**config.mk**
```make
export PLATFORM = sky130hd
export DESIGN_NAME = pipe_delay_line
export DESIGN_NICKNAME = d
export VERILOG_FILES = /design/src/rtl/pipe_delay_line.sv
export SDC_FILE = /design/constraint.sdc
export NUM_CORES = 1
export LEC_CHECK = 0
export ABC_AREA = 1
export BUFFER_PORTS_ARGS = -buffer_cell sky130_fd_sc_hd__buf_2
export CELL_PAD_IN_SITES_DETAIL_PLACEMENT = 1
export CELL_PAD_IN_SITES_GLOBAL_PLACEMENT = 1
export CORE_MARGIN = 3
export CORE_UTILIZATION = 40
export DETAILED_ROUTE_END_ITERATION = 8
export GPL_ROUTABILITY_DRIVEN = 0
export GPL_TIMING_DRIVEN = 0
export HOLD_SLACK_MARGIN = 0.1
export MAX_ROUTING_LAYER = met4
export PLACE_DENSITY = 0.78
export SETUP_SLACK_MARGIN = 0.2
export SKIP_CTS_REPAIR_TIMING = 1
export SLEW_MARGIN = 40
export SYNTH_ARGS = -nofsm -noshare
export SYNTH_HDL_FRONTEND = slang
export SYNTH_SLANG_ARGS = --single-unit
```
**constraint.sdc**
```tcl
create_clock -name clk -period 2.82 [get_ports clk]
set_clock_uncertainty 0.05 [all_clocks]
set_input_delay 0.564 -clock clk [delete_from_list [all_inputs] [get_ports clk]]
set_output_delay 0.564 -clock clk [all_outputs]
set_load 0.05 [all_outputs]
```
**src/rtl/pipe_delay_line.sv**
```systemverilog
// pipe_delay_line: multi-stage operand/result register chain with a
// run-time selectable tap. Each stage carries a data word and a valid bit;
// a saturating fill counter records how many enabled edges have passed
// since the last reset/flush so the selected tap can report whether it
// holds fresh data. LAT=0 bypasses every register.
module pipe_delay_line #(
    parameter int              WIDTH     = 18,
    parameter int              MAX_DEPTH = 4,
    parameter logic [WIDTH-1:0] RST_VAL  = '0,
    parameter int              LW        = $clog2(MAX_DEPTH + 1)
) (
    input  logic             clk,
    input  logic             rst,
    input  logic             EN,
    input  logic             FLUSH,
    input  logic [WIDTH-1:0] DIN,
    input  logic             VIN,
    input  logic [LW-1:0]    LAT,
    output logic [WIDTH-1:0] DOUT,
    output logic             VOUT,
    output logic             PRIMED
);

    localparam logic [LW-1:0] MAX_L = LW'(MAX_DEPTH);

    // Stage 1 is the register fed directly by DIN; stage MAX_DEPTH is the oldest.
    logic [WIDTH-1:0] d [1:MAX_DEPTH];
    logic             v [1:MAX_DEPTH];
    logic [LW-1:0]    fill;
    logic [LW-1:0]    sel;

    // LAT values beyond the physical depth select the deepest stage.
    function automatic logic [LW-1:0] clamp_lat(input logic [LW-1:0] lat);
        return (lat > MAX_L) ? MAX_L : lat;
    endfunction

    // Data/valid shift chain: clear on reset or flush, shift on enable, else hold.
    always_ff @(posedge clk or posedge rst) begin
        if (rst) begin
            for (int i = 1; i <= MAX_DEPTH; i++) begin
                d[i] <= RST_VAL;
                v[i] <= 1'b0;
            end
        end else if (FLUSH) begin
            for (int i = 1; i <= MAX_DEPTH; i++) begin
                d[i] <= RST_VAL;
                v[i] <= 1'b0;
            end
        end else if (EN) begin
            d[1] <= DIN;
            v[1] <= VIN;
            for (int i = 2; i <= MAX_DEPTH; i++) begin
                d[i] <= d[i-1];
                v[i] <= v[i-1];
            end
        end
    end

    // Fill counter: enabled edges since clear, saturating at the chain depth.
    always_ff @(posedge clk or posedge rst) begin
        if (rst) begin
            fill <= '0;
        end else if (FLUSH) begin
            fill <= '0;
        end else if (EN && (fill != MAX_L)) begin
            fill <= fill + LW'(1);
        end
    end

    // Tap mux: bypass at L=0, otherwise the selected stage and its freshness.
    always_comb begin
        sel    = clamp_lat(LAT);
        DOUT   = DIN;
        VOUT   = VIN;
        PRIMED = 1'b1;
        for (int i = 1; i <= MAX_DEPTH; i++) begin
            if (sel == LW'(i)) begin
                DOUT   = d[i];
                VOUT   = v[i];
                PRIMED = (fill >= sel);
            end
        end
    end

endmodule

```
==> impl_results.md <==
* Total GRT Usage at 24.4%
* YS warnings at 0
* Arrival @ worst endpoint at 1980 ps
* Ratio of cells with drive above 1 in the final layout at 16.9%
* Top post-synthesis cells by area: dfrtp_1, nand2_1, o22ai_1
* Critical Path, Cell by Cell: buf_2 -> buf_6 -> buf_6 -> a21oi_1 -> ha_1 -> o22ai_1 -> o21ai_1 -> nand2_1 -> nand2_1 -> buf_2
* Critical Path Fanout Max at 10
* Critical Path Source: LAT[2]
* Antenna violations before repair at 0
* Worst Reg-to-Reg Cells at 6
* Place WS at -263 ps
* Switch Pwr at 0.000779 W
* Library cells used by synthesis at 22
* Layout area overhead at 18.8%
* HP Class: in -> async
* Internal power at 0.00175 W
* Die area at 11000 sq um
* Most frequent cells after synthesis: nand2_1, inv_1, dfrtp_1, nand3_1, o22ai_1
* Core area at 9370 sq um
* Final Non-Filler Cells at 686
* Sequential share of the synthesized area at 50.5%
* Final nets at 582
* Filler cells at 1200
* Synth Net Count at 521
* Async set-or-reset flop fraction in the synthesized netlist at 100%
* Top FF cell, synth: dfrtp_1
* Worst-path clk slew at 90 ps
* Combinational Power Share at 18.2%
* Power share of the clock group at 35.3%
* HPWL after detailed placement at 8.61 mm
* RSZ-0062 raised after global routing: true
* #FFs+latches synth at 79
* Post-synth EDFFs at 0
* WHS at 168 ps
* Reg-to-reg startpoint: fill[1]
* Sequential power share at 46.5%
* Max-slew headroom at 59.0%
* 1st-pass router iterations at 6
* Drt first-iter violations at 143
* Number of core rows at 35
* I/O Buffers at 45
* Yosys top cell area share at 50.5%
* CP endpoint kind: output port
* Vias/cell at 5.44
* Core Util, Final at 49.7%
* Final setup violation count at 0
* Die Y at 105 um
* Clock latency on the worst-skew pair at 360 ps
* Setup tns final at 0 ps
* Status: finished clean
* Endpoints failing hold at 0
* Peak supply drop at 0.000328 V
* Critical R2R Capture: fill[2]
* Setup CP Type: in -> out
* Placed Cells at 668
* Antenna Nets Post-Route at 0
* Period utilisation layout at 92.0%
* Worst setup margin at 227 ps
* CTS tree: done
* Starting Density at 41.8%
* Synth area leader: dfrtp_1
* Actual slew at the worst max-slew pin at 615 ps
* Most frequent cell after synthesis: nand2_1
* Routed wire length at 12.5 mm
* Max incr delay on CP at 240 ps
* I/O Pins at 46
* Grt total ovfl at 0
* Sw Ratio at 30.8%
* Chip width at 105 um
* Htree depth at 3
* LEAKAGE at 2.32 nW
* CP bufs+invs at 4
* Pwr per Cell Area at 544 nW/um^2
* Pin count of the biggest net entering global routing at 23
* Final Critical Period at 2590 ps
* Clock Tree Buf Depth at 2
* FMAX at 386 MHz
* Syn Inst Count at 491
* Clock root buffer: clkbuf_8
* Critical path launch point type: input port
* MaxCap Viol Count at 0
* Max Slew Vio Count at 0
* Crit path max-delay cell type: ha_1
* First-pass GRT wire length at 20.7 mm
* Routed WL per cell at 18.2 um
* DR vias at 3731
* Mapped Avg Cell Area at 7.98 sq um
* Clock sinks at 79
* Critical path's top delay family: buffers and inverters
* Flop-to-flop setup slack at 1410 ps
* DR DRC count at 0
* TritonCTS Buffers at 9
* Synth Cell Area at 3920 sq um
* Ant. Diodes at 0
* Req. time, crit path at 2210 ps
* Vias in the first global route at 4084
## flip-flops by register name, summed over array words and instances, names as in the netlist
name / count
v: 4
d: 72
fill: 3
## cell usage in the layout (no fill, tap or decap), drive strengths merged
cell type,n
a21oi,22
a31oi,1
buf,65
bufinv,1
clkbuf,29
clkinv,1
clkinvlp,3
dfrtp,79
ha,4
inv,86
nand2,103
nand3,60
nor2,2
o21ai,42
o22ai,58
or2,1
## power by group through the flow
stage / Combinational, W / Clock, W / Sequential, W
2_1_floorplan: 0.000303 / 0 / 0.00120
3_3_place_gp: 0.000424 / 0 / 0.00120
3_5_place_dp: 0.000449 / 0 / 0.00120
4_1_cts: 0.000452 / 0.000907 / 0.00118
5_1_grt: 0.000508 / 0.000952 / 0.00118
6_report: 0.000461 / 0.000895 / 0.00118
## cell families (layout without fill, tap and decap cells)
kind of cell             Yosys count  after routing  synth area share, %
AO/OA/AOI/OAI                    123            123                 17.6
adder cells (fa/ha/maj)            4              4                 1.28
buffers and inverters            119            185                 12.2
flip-flops                        79             79                 50.5
AND/OR/NAND/NOR                  166            166                 18.4
## layout make-up
cell class	instances	area [sq um]	share of cell area (%)
clock inverters	4	53.8	1.16
well taps	129	161	3.47
clock buffers	12	155	3.33
inverters	87	330	7.10
flip-flops and latches	79	1980	42.5
plain buffers	32	173	3.71
repair buffers	50	325	6.99
multi-input cells	293	1480	31.8
## metrics by stage
| stage | power (W) | area, sq um |
|---|---|---|
| 2_1_floorplan | 0.00150 | 3920 |
| 3_3_place_gp | 0.00162 | 4310 |
| 3_5_place_dp | 0.00165 | 4380 |
| 4_1_cts | 0.00254 | 4590 |
| 5_1_grt | 0.00264 | 4650 |
| 6_report | 0.00253 | 4650 |
## metal layers
metal  part of all wire, %  wire (um)  track usage (%)
met1                    44       5450             30.1
met2                    50       6180             40.9
met3                   4.9        610             3.40
met4                   1.8        221             8.90
met5                     0          0                -
## how the worst max path moves through the flow
stage	endpoint	slack, ps	cells after the start
2_1_floorplan	PRIMED	290	8
3_3_place_gp	PRIMED	-220	10
3_5_place_dp	PRIMED	-260	10
4_1_cts	PRIMED	-270	10
5_1_grt	PRIMED	170	10
6_report	PRIMED	230	10
(Power assumes the default switching activity.)
